### config.mk
export PLATFORM = sky130hd
export DESIGN_NAME = conv_cache_shift_ctrl_flat
export DESIGN_NICKNAME = d
export VERILOG_FILES = /design/src/rtl/conv_cache_shift_ctrl_pkg.sv /design/src/rtl/conv_cache_shift_ctrl_if.sv /design/src/rtl/conv_cache_shift_ctrl_pos_counter.sv /design/src/rtl/conv_cache_shift_ctrl.sv /design/src/flat_wrapper.sv
export SDC_FILE = /design/constraint.sdc
export NUM_CORES = 1
export LEC_CHECK = 0
export ABC_AREA = 1
export CAP_MARGIN = 30
export CORE_ASPECT_RATIO = 1.2
export CORE_UTILIZATION = 54
export DETAILED_ROUTE_END_ITERATION = 6
export PLACE_DENSITY = 0.87
export SLEW_MARGIN = 0
export SYNTH_ARGS = -nofsm -noshare
export SYNTH_HDL_FRONTEND = slang
export SYNTH_SLANG_ARGS = --single-unit
### constraint.sdc
create_clock -name system_clk -period 3 [get_ports system_clk]
set_input_delay 0.3 -clock system_clk [delete_from_list [all_inputs] [get_ports system_clk]]
set_output_delay 0.3 -clock system_clk [all_outputs]
set_load 0.03 [all_outputs]
### src/rtl/conv_cache_shift_ctrl_pkg.sv
// Shared types and constants for the conv line-cache shift controller.
// Latency: n/a (declarations only).
// Backpressure: n/a.
//
// Holds the FSM state encoding, the 10-bit address/count width shared with the
// ram-based shift register, and the window-qualification helper.
// Optional feature macro used by the bundle: CONV_CACHE_FLUSH_EN.

`ifndef FEATURE_WIDTH
`define FEATURE_WIDTH 8
`endif

package conv_cache_shift_ctrl_pkg;

  // Address/count width, identical to the shift register's shift_size port.
  localparam int ADDR_W  = 10;
  // Flush counter must reach row_size + 1 (max 1024), hence one extra bit.
  localparam int FLUSH_W = ADDR_W + 1;

  typedef logic [ADDR_W-1:0] addr_t;

  typedef enum logic [1:0] {
    IDLE  = 2'd0,
    RUN   = 2'd1,
    FLUSH = 2'd2,
    DONE  = 2'd3
  } state_t;

  // A beat completes a KxK window once both indices reach K-1.
  function automatic logic win_hit(addr_t row, addr_t col, int unsigned kernel);
    return (row >= ADDR_W'(kernel - 1)) && (col >= ADDR_W'(kernel - 1));
  endfunction

endpackage

### src/rtl/conv_cache_shift_ctrl_if.sv
// Bundle of the feature stream, shift-register drive and window/status signals.
// Latency: n/a (wires only).
// Backpressure: in_ready/out_ready carried here; the controller owns in_ready.
//
// master: feature-fetch / testbench side (drives start, config, stream, out_ready)
// slave : controller side (drives in_ready, sr_*, win_*, busy, done, cfg_err)

`ifndef FEATURE_WIDTH
`define FEATURE_WIDTH 8
`endif

interface conv_cache_shift_ctrl_if
  import conv_cache_shift_ctrl_pkg::*;
#(
  parameter int FEATURE_WIDTH = `FEATURE_WIDTH
);
  logic                         start;
  addr_t                        cfg_row_size;
  addr_t                        cfg_row_num;
  logic                         in_valid;
  logic [2*FEATURE_WIDTH-1:0]   in_data;
  logic                         in_ready;
  logic                         out_ready;
  logic                         sr_wr_en;
  logic [2*FEATURE_WIDTH-1:0]   sr_wr_data;
  addr_t                        sr_shift_size;
  logic                         win_valid;
  addr_t                        win_row;
  addr_t                        win_col;
  logic                         busy;
  logic                         done;
  logic                         cfg_err;

  modport master (
    output start, cfg_row_size, cfg_row_num, in_valid, in_data, out_ready,
    input  in_ready, sr_wr_en, sr_wr_data, sr_shift_size,
           win_valid, win_row, win_col, busy, done, cfg_err
  );

  modport slave (
    input  start, cfg_row_size, cfg_row_num, in_valid, in_data, out_ready,
    output in_ready, sr_wr_en, sr_wr_data, sr_shift_size,
           win_valid, win_row, win_col, busy, done, cfg_err
  );

endinterface

### src/rtl/conv_cache_shift_ctrl_pos_counter.sv
// Column/row position counter with row wrap and last-beat detect.
// Latency: indices update on the clock edge that accepts a beat; flags are combinational.
// Backpressure: advances only on adv_i; holds otherwise.
//
// Ports: clk/rst_n; clear_i zeroes both counters; adv_i steps one beat;
// row_size_i/row_num_i are the latched limits; col_o/row_o current indices;
// last_o flags the final beat of the frame.

module conv_pos_counter
  import conv_cache_shift_ctrl_pkg::*;
(
  input  logic  clk,
  input  logic  rst_n,
  input  logic  clear_i,
  input  logic  adv_i,
  input  addr_t row_size_i,
  input  addr_t row_num_i,
  output addr_t col_o,
  output addr_t row_o,
  output logic  last_o
);

  addr_t col_q, col_d;
  addr_t row_q, row_d;
  logic  row_end;

  // With W=1 col stays 0 and every beat is a row end.
  assign row_end = (col_q == row_size_i - 1'b1);
  assign last_o  = row_end && (row_q == row_num_i - 1'b1);

  always_comb begin
    col_d = col_q;
    row_d = row_q;
    if (clear_i) begin
      col_d = '0;
      row_d = '0;
    end else if (adv_i) begin
      // Last beat wins over row end so the next frame starts at (0,0).
      if (last_o) begin
        col_d = '0;
        row_d = '0;
      end else if (row_end) begin
        col_d = '0;
        row_d = row_q + 1'b1;
      end else begin
        col_d = col_q + 1'b1;
      end
    end
  end

  always_ff @(posedge clk or negedge rst_n) begin
    if (!rst_n) begin
      col_q <= '0;
      row_q <= '0;
    end else begin
      col_q <= col_d;
      row_q <= row_d;
    end
  end

  assign col_o = col_q;
  assign row_o = row_q;

endmodule

### src/rtl/conv_cache_shift_ctrl.sv
// Sequencer driving the conv line-cache shift register from a packed feature stream.
// Latency: write is combinational with the accept; win_* and done are 1 cycle later.
// Backpressure: in_ready follows out_ready in RUN; out_ready low stalls RUN and FLUSH.
//
// Ports: system_clk, rst_n (async, active-low); bus (slave modport) carries
// start/cfg_row_size/cfg_row_num, the in_* stream, out_ready, the sr_* shift
// register drive, win_valid/win_row/win_col and busy/done/cfg_err status.
// Build option: define CONV_CACHE_FLUSH_EN to append row_size+2 zero words after
// the last input beat; otherwise the last beat goes straight to DONE.

`ifndef FEATURE_WIDTH
`define FEATURE_WIDTH 8
`endif

module conv_cache_shift_ctrl
  import conv_cache_shift_ctrl_pkg::*;
#(
  parameter int FEATURE_WIDTH = `FEATURE_WIDTH,
  parameter int KERNEL        = 3
)(
  input  logic                     system_clk,
  input  logic                     rst_n,
  conv_cache_shift_ctrl_if.slave   bus
);

  state_t state_q;
  addr_t  row_size_q;
  addr_t  row_num_q;
  logic   win_valid_q;
  addr_t  win_row_q;
  addr_t  win_col_q;
  logic   busy_q;
  logic   done_q;
  logic   cfg_err_q;

  logic   cfg_ok;
  logic   start_ok;
  logic   accept;
  logic   flush_wr;
  addr_t  col;
  addr_t  row;
  logic   last_beat;

  assign cfg_ok   = (bus.cfg_row_size != '0) && (bus.cfg_row_num != '0);
  assign start_ok = (state_q == IDLE) && bus.start && cfg_ok;
  assign accept   = (state_q == RUN) && bus.out_ready && bus.in_valid;

`ifdef CONV_CACHE_FLUSH_EN
  logic [FLUSH_W-1:0] flush_cnt_q;
  logic               flush_last;
  // Writes indexed 0 .. row_size+1, so the last one is at row_size+1.
  assign flush_last = (flush_cnt_q == ({1'b0, row_size_q} + FLUSH_W'(1)));
  assign flush_wr   = (state_q == FLUSH) && bus.out_ready;
`else
  assign flush_wr   = 1'b0;
`endif

  conv_pos_counter u_pos (
    .clk        (system_clk),
    .rst_n      (rst_n),
    .clear_i    (start_ok),
    .adv_i      (accept),
    .row_size_i (row_size_q),
    .row_num_i  (row_num_q),
    .col_o      (col),
    .row_o      (row),
    .last_o     (last_beat)
  );

  // The write lands in the same cycle as the accept; flush words are zero.
  assign bus.in_ready   = (state_q == RUN) && bus.out_ready;
  assign bus.sr_wr_en   = accept || flush_wr;
  assign bus.sr_wr_data = accept ? bus.in_data : '0;

  always_ff @(posedge system_clk or negedge rst_n) begin
    if (!rst_n) begin
      state_q     <= IDLE;
      row_size_q  <= '0;
      row_num_q   <= '0;
      win_valid_q <= 1'b0;
      win_row_q   <= '0;
      win_col_q   <= '0;
      busy_q      <= 1'b0;
      done_q      <= 1'b0;
      cfg_err_q   <= 1'b0;
`ifdef CONV_CACHE_FLUSH_EN
      flush_cnt_q <= '0;
`endif
    end else begin
      win_valid_q <= 1'b0;
      done_q      <= 1'b0;
      cfg_err_q   <= 1'b0;
      unique case (state_q)
        IDLE: begin
          if (bus.start) begin
            if (cfg_ok) begin
              row_size_q <= bus.cfg_row_size;
              row_num_q  <= bus.cfg_row_num;
              busy_q     <= 1'b1;
              state_q    <= RUN;
            end else begin
              cfg_err_q  <= 1'b1;
            end
          end
        end
        RUN: begin
          if (accept) begin
            // Registered to line up with the shift register's read data.
            win_valid_q <= win_hit(row, col, KERNEL);
            win_row_q   <= row;
            win_col_q   <= col;
            if (last_beat) begin
`ifdef CONV_CACHE_FLUSH_EN
              flush_cnt_q <= '0;
              state_q     <= FLUSH;
`else
              done_q      <= 1'b1;
              state_q     <= DONE;
`endif
            end
          end
        end
`ifdef CONV_CACHE_FLUSH_EN
        FLUSH: begin
          if (bus.out_ready) begin
            if (flush_last) begin
              done_q  <= 1'b1;
              state_q <= DONE;
            end else begin
              flush_cnt_q <= flush_cnt_q + 1'b1;
            end
          end
        end
`endif
        DONE: begin
          busy_q  <= 1'b0;
          state_q <= IDLE;
        end
        default: begin
          busy_q  <= 1'b0;
          state_q <= IDLE;
        end
      endcase
    end
  end

  assign bus.sr_shift_size = row_size_q;
  assign bus.win_valid     = win_valid_q;
  assign bus.win_row       = win_row_q;
  assign bus.win_col       = win_col_q;
  assign bus.busy          = busy_q;
  assign bus.done          = done_q;
  assign bus.cfg_err       = cfg_err_q;

endmodule

### src/flat_wrapper.sv
// flat-port wrapper written by rule: the top's interface ports become plain ports
module conv_cache_shift_ctrl_flat import conv_cache_shift_ctrl_pkg::*;
#(
  parameter int FEATURE_WIDTH = `FEATURE_WIDTH,
  parameter int KERNEL        = 3
)
  (system_clk, rst_n, bus_start, bus_cfg_row_size, bus_cfg_row_num, bus_in_valid, bus_in_data, bus_out_ready, bus_in_ready, bus_sr_wr_en, bus_sr_wr_data, bus_sr_shift_size, bus_win_valid, bus_win_row, bus_win_col, bus_busy, bus_done, bus_cfg_err);
  conv_cache_shift_ctrl_if #(.FEATURE_WIDTH(FEATURE_WIDTH)) bus_i ();
  input  logic system_clk;
  input  logic rst_n;
  input wire logic [$bits(bus_i.start)-1:0] bus_start;
  input wire logic [$bits(bus_i.cfg_row_size)-1:0] bus_cfg_row_size;
  input wire logic [$bits(bus_i.cfg_row_num)-1:0] bus_cfg_row_num;
  input wire logic [$bits(bus_i.in_valid)-1:0] bus_in_valid;
  input wire logic [$bits(bus_i.in_data)-1:0] bus_in_data;
  input wire logic [$bits(bus_i.out_ready)-1:0] bus_out_ready;
  output wire logic [$bits(bus_i.in_ready)-1:0] bus_in_ready;
  output wire logic [$bits(bus_i.sr_wr_en)-1:0] bus_sr_wr_en;
  output wire logic [$bits(bus_i.sr_wr_data)-1:0] bus_sr_wr_data;
  output wire logic [$bits(bus_i.sr_shift_size)-1:0] bus_sr_shift_size;
  output wire logic [$bits(bus_i.win_valid)-1:0] bus_win_valid;
  output wire logic [$bits(bus_i.win_row)-1:0] bus_win_row;
  output wire logic [$bits(bus_i.win_col)-1:0] bus_win_col;
  output wire logic [$bits(bus_i.busy)-1:0] bus_busy;
  output wire logic [$bits(bus_i.done)-1:0] bus_done;
  output wire logic [$bits(bus_i.cfg_err)-1:0] bus_cfg_err;
  assign bus_i.start = bus_start;
  assign bus_i.cfg_row_size = bus_cfg_row_size;
  assign bus_i.cfg_row_num = bus_cfg_row_num;
  assign bus_i.in_valid = bus_in_valid;
  assign bus_i.in_data = bus_in_data;
  assign bus_i.out_ready = bus_out_ready;
  assign bus_in_ready = bus_i.in_ready;
  assign bus_sr_wr_en = bus_i.sr_wr_en;
  assign bus_sr_wr_data = bus_i.sr_wr_data;
  assign bus_sr_shift_size = bus_i.sr_shift_size;
  assign bus_win_valid = bus_i.win_valid;
  assign bus_win_row = bus_i.win_row;
  assign bus_win_col = bus_i.win_col;
  assign bus_busy = bus_i.busy;
  assign bus_done = bus_i.done;
  assign bus_cfg_err = bus_i.cfg_err;
  conv_cache_shift_ctrl #(.FEATURE_WIDTH(FEATURE_WIDTH), .KERNEL(KERNEL)) u_core (.system_clk(system_clk), .rst_n(rst_n), .bus(bus_i));
endmodule
==> metrics.csv, run 1 <==
metric;value;unit
skew final;0.00832;ns
num ports;93;
H-tree depth;3;
crit path cell chain;nor2_1 > inv_2 > nor2_2 > inv_2 > nor2_1 > inv_2 > nor2_1 > clkdlybuf4s50_1;
Total GRT Usage;27.4;%
Initial Util;56.8;%
number of DRC violations after detailed routing;0;
area grow syn2layout;33.0;%
Cell Pwr Density;680;mW/mm²
core area;0.00657;mm²
Fmax achieved;382;MHz
Post-CTS Setup Inserts;0;
most frequent cells in the layout;131 x nand2_1, 91 x clkdlybuf4s50_1, 66 x dfrtp_1;
CTS Hold Bufs;1;
vias;3605;
sequential share of the synthesized area;44.3;%
placed cell area;0.00473;mm²
CTS tree;yes;
Critical Path Start;u_core.state_q[1];
CP Buf/Inv Count;4;
GRT overflow;0;
actual slew at the worst max-slew pin;0.573;ns
CP arrival;2.32;ns
Initial DRC Count;277;
Slew Limit Fails;0;
most common cell after layout, fill and taps aside;nand2_1;
Routed wire per std cell;13.1;µm
fillers;487;
die span in x;77.9;µm
DR pass1 iterations;5;
Fin Setup TNS;0;ns
clk root buf;clkbuf_8;
slowest CP cell;clkdlybuf4s50_1;
routability cong.;0.832;
Net Count, Synth;547;
Mean Syn Cell Area;7.46;µm²
largest net degree at the start of global routing;47;
crit-path leading delay family;buffers and inverters;
Unique masters post-synth;30;
latest clock arrival within the worst-skew pair;0.34;ns
run status;finished clean;
final core utilization;75.6;%
CP peak stage delay;0.69;ns
RSZ-0062 raised after global routing;no;
FF+latch area;0.00165;mm²
layout net count;644;
R2R Path Start;u_core.bus.sr_shift_size[0];
Final Critical Period;2.62;ns
mapped cell area;0.00373;mm²
Post-DRT Antenna Nets;0;
initial antenna violation count;0;
Cells after Synth;500;
Final Cell Area;0.00496;mm²
Fin. Hold Viols;0;
area leader, netlist;dfrtp_1;
WS Path Type;register to output port;
Die H;93.1;µm
WHS;0.436;ns
post-synth top area share;44.3;%
Worst Hold Class;primary input to async pin;
first-pass GRT wire length;15500;µm
Site Rows;32;
CTS resizes;0;
VDD IR max;368;µV
final setup fails;0;
CP Max Fanout;31;
Slew headroom;61.8;%
post-DR vias/cell;5.25;
footprint of the multi-input gates;0.00176;mm²
#FFs+latches synth;66;
vias in the first global route;3429;
post-DP HPWL;6830;µm
part of the cycle the worst path needs;87.3;%
share of cells above drive strength 1;7.81;%
Die Footprint;0.00725;mm²
Startpoint Class;register;
Num CTS Buffers;9;
Max-Cap Viols;0;
critical path capture point type;output port;
IO buf count;92;
CTS Buffer Depth;2;
Reg clk slew, reported paths;0.07;ns
antenna cells;0;
YS warnings;0;
P_leak;2.36;nW
CTS Sinks;66;
CP required;2.70;ns
WL final;9020;µm
Synth area leaders;dfrtp_1 44%, nand2_1 13%, inv_1 5.9%, nand3_1 5.9%, nor2_1 5.6%;
==> power by group <==
group / leakage [nW] / total (W) / internal, W / switching [W]
combinational: 1.39 / 0.00131 / 0.000520 / 0.000786
sequential: 0.863 / 0.00125 / 0.00106 / 0.000185
clock: 0.109 / 0.000822 / 0.000488 / 0.000334
==> stage by stage <==
| stage | std cells | total power, W | setup slack [ns] |
|---|---|---|---|
| 2_1_floorplan | 500 | 0.00209 | 0.299 |
| 6_report | 687 | 0.00337 | 0.380 |
| 5_1_grt | 687 | 0.00359 | 0.203 |
| 4_1_cts | 687 | 0.00338 | 0.402 |
| 3_3_place_gp | 670 | 0.00250 | 0.552 |
| 3_5_place_dp | 670 | 0.00255 | 0.480 |
==> sequential cells by signal, summed over array words and instances (netlist names) <==
register,count
u_core.bus.busy,1
u_core.bus.cfg_err,1
u_core.bus.done,1
u_core.bus.sr_shift_size,10
u_core.bus.win_col,10
u_core.bus.win_row,10
u_core.bus.win_valid,1
u_core.row_num_q,10
u_core.state_q,2
u_core.u_pos.col_o,10
u_core.u_pos.row_o,10
==> cell type report <==
type	count	area share, %
inverter	69	5.22
clock buffer	11	2.85
timing repair buffer	98	19.4
clock inverter	5	1.56
sequential	66	33.3
tap	85	2.14
multi-input combinational	353	35.5
==> worst reg2reg max path: stages (launching register included) <==
cell	delay, ns
dfrtp_1	0.43
inv_2	0.11
ha_1	0.20
nand2_2	0.11
o21ai_0	0.25
o21ai_0	0.12
nor2_1	0.21
nand3_4	0.14
o21ai_4	0.33
inv_2	0.19
nand2_1	0.10
nand2_1	0.06
==> final timing paths <==
kind,slack [ns],to,cells past startpoint
worst max-delay path,0.38,bus_sr_wr_data[1],8
worst min-delay path,0.44,u_core.bus.cfg_err,2
worst max register to register,0.64,u_core.u_pos.row_o[1],11
worst min register to register,0.48,u_core.bus.win_col[5],2
max in group asynchronous,1.61,u_core.u_pos.col_o[5],3
min in group system_clk,0.48,u_core.bus.win_col[5],2
==> logic make-up (layout without fill, tap and decap cells) <==
logic type / after synthesis / count (layout) / share of synthesized area (%)
AO/OA/AOI/OAI: 56 / 56 / 8.32
XOR/XNOR: 25 / 25 / 5.87
adder cells (fa/ha/maj): 6 / 6 / 2.01
buffers and inverters: 81 / 183 / 8.48
flip-flops: 66 / 66 / 44.3
AND/OR/NAND/NOR: 266 / 266 / 31.1
==> layer usage <==
metal / global-route usage [%] / share of wire [%] / vias to the layer above
li1: - / - / 1790
met2: 45.4 / 50 / 112
met3: 3.90 / 4.4 / 17
met5: 0 / 0 / -
met1: 35.5 / 44 / 1686
met4: 12.4 / 2.1 / 0
==> cell usage after synthesis (all sizes together) <==
master  instances
nand2         134
inv            68
dfrtp          66
nor2           63
nand3          47
o21ai          44
xor2           19
nor3            9
o22ai           8
clkbuf          7
ha              6
nand4           6
nor4            6
xnor2           6
buf             5
a21boi          1
a21o            1
a21oi           1
a221oi          1
clkinv          1
or2             1
Note: power is estimated with default switching activity, not from simulation.
==> run 2: changes to the inputs <==
ABC_AREA = not set   (was 1)
PLACE_DENSITY = 0.86   (was 0.87)
SLEW_MARGIN = not set   (was 0)
==> metrics.csv, run 2 <==
metric;value;unit
run status;finished clean;
Cells after Synth;473;
area leader, netlist;dfrtp_1;
routability cong.;0.910;
ys async rst share;100;%
die span in x;79.3;µm
num ports;93;
YS warnings;0;
Initial Util;56.2;%
Net Count, Synth;520;
Worst Hold Class;primary input to async pin;
actual slew at the worst max-slew pin;0.599;ns
CTS resizes;0;
crit path cell chain;or4_1 > o31a_1 > nor4_1 > o21a_1 > nand3_2 > or4b_1 > a21oi_1;
CP Max Fanout;6;
Initial DRC Count;436;
Slew headroom;59.7;%
IO buf count;92;
Die Footprint;0.00752;mm²
most common cell after layout, fill and taps aside;nand2_1;
Routed wire per std cell;15.5;µm
worst setup path endpoint;u_core.u_pos.row_o[9];
CP peak stage delay;0.63;ns
vias;3777;
clk root buf;clkbuf_8;
post-DP HPWL;7160;µm
Final Cell Area;0.00507;mm²
critical path capture point type;register;
DR pass1 iterations;5;
CTS Buffer Depth;2;
RSZ-0062 raised after global routing;no;
Num CTS Buffers;9;
layout net count;599;
reg2reg path depth;7;
number of synthesized flops with an enable pin;0;
part of the cycle the worst path needs;93.8;%
capture point of the worst reg-to-reg path;u_core.u_pos.row_o[9];
top_reg_cell synth;dfrtp_1;
Post-DRT Antenna Nets;0;
Max-Cap Viols;0;
post-synth top area share;42.6;%
Cell Pwr Density;444;mW/mm²
CP arrival;3.09;ns
Total GRT Usage;29.0;%
latest clock arrival within the worst-skew pair;0.35;ns
VDD IR max;319;µV
sequential share of the synthesized area;42.6;%
share of cells above drive strength 1;5.94;%
skew final;0.00889;ns
GRT overflow;0;
CP required;3.28;ns
reg2reg setup slack;0.18;ns
mapped cell area;0.00387;mm²
WS Path Type;register to register;
Unique masters post-synth;52;
CTS tree;yes;
Overall Power;0.00225;W
slowest CP cell;or4_1;
Fmax achieved;355;MHz
most frequent cells in the layout;123 x nand2_1, 90 x clkdlybuf4s50_1, 66 x dfrtp_1;
Fin Setup TNS;0;ns
H-tree depth;3;
Site Rows;33;
Fin. Hold Viols;0;
Critical Path Start;u_core.bus.sr_shift_size[4];
initial antenna violation count;0;
antenna cells;0;
Slew Limit Fails;0;
final setup fails;0;
core area;0.00690;mm²
top cells by count, synth;123 x nand2_1, 66 x dfrtp_1, 32 x clkbuf_1;
R2R Path Start;u_core.bus.sr_shift_size[4];
largest net degree at the start of global routing;46;
Startpoint Class;register;
number of DRC violations after detailed routing;0;
post-DR vias/cell;5.87;
Mean Syn Cell Area;8.19;µm²
area grow syn2layout;30.9;%
most frequent cell after synthesis;nand2_1;
Reg clk slew, reported paths;0.08;ns
P_leak;2.31;nW
placed cell area;0.00484;mm²
#FFs+latches synth;66;
Synth area leaders;dfrtp_1 43%, nand2_1 12%, and3_1 4.4%, clkbuf_1 3.1%, o21ai_0 2.3%;
first-pass GRT wire length;16700;µm
CTS Sinks;66;
Final Critical Period;2.82;ns
WL final;9950;µm
Die H;94.8;µm
vias in the first global route;3613;
-- run 2: critical path, delay by kind of cell, from the launching register on --
family             cells  cell delay [ns]
AOI/OAI and AO/OA      3             0.62
and+or+nand+nor        4             1.67
DFF                    1             0.45
-- run 2: cells by family (layout without fill, tap and decap cells) --
group | count (synthesis) | after routing | share of synthesized area, %
mux | 3 | 3 | 0.775
buf+inv | 52 | 135 | 5.10
flops | 66 | 66 | 42.6
simple gates | 248 | 248 | 31.6
compound gates | 78 | 78 | 13.4
fa+ha+maj | 6 | 6 | 1.94
xor+xnor | 20 | 20 | 4.52
-- run 2: cell type report --
cell class                 instances  area (µm²)
multi-input combinational        355        2030
inverter                          16        60.1
fill                             504        1830
timing repair buffer             104        1010
clock inverter                     6        92.6
tap                               87         109
sequential                        66        1650
clock buffer                       9         124
-- run 2: worst min path at each step --
stage | startpoint | endpoint | slack [ns] | cells after the start
after floorplan | rst_n | u_core.bus.busy | 0.004 | 0
after global placement | rst_n | u_core.row_num_q[8] | 0.29 | 1
after detailed placement | rst_n | u_core.row_num_q[8] | 0.29 | 1
after CTS | rst_n | u_core.row_num_q[8] | 0.44 | 2
after global routing | u_core.bus.win_row[1] | u_core.bus.win_row[1] | 0.49 | 2
final | rst_n | u_core.bus.win_row[4] | 0.46 | 2
-- run 2: report_power, final --
group	internal, W	total, W	switching [W]	leakage, nW
clock network	0.000465	0.000819	0.000353	0.102
logic	0.000193	0.000407	0.000214	1.37
registers	0.000944	0.00102	0.0000802	0.843
-- run 2: per-stage QoR --
step | setup slack (ns) | hold WS [ns] | util [%] | instances
4_1_cts | 0.194 | 0.442 | 73.5 | 643
6_report | 0.185 | 0.459 | 73.5 | 643
3_5_place_dp | 0.234 | 0.286 | 70.2 | 627
5_1_grt | 0.0101 | 0.494 | 73.5 | 643
3_3_place_gp | 0.306 | 0.292 | 70.2 | 627
2_1_floorplan | 0.259 | 0.00441 | - | 473
-- run 2: what timing repair did --
action | CTS | global route
hold endpoints to repair | 21 | 0
setup buffers | 0 | 0
hold buffers | 1 | 0
endpoints found under the setup margin | 0 | 0
-- run 2: metal layers --
| layer | track usage (%) | share of wire (%) | vias up |
|---|---|---|---|
| met3 | 5.89 | 5.7 | 25 |
| met4 | 14.1 | 2.2 | 0 |
| met1 | 37.0 | 43 | 1776 |
| met5 | 0 | 0 | - |
| li1 | - | - | 1813 |
| met2 | 47.1 | 49 | 163 |
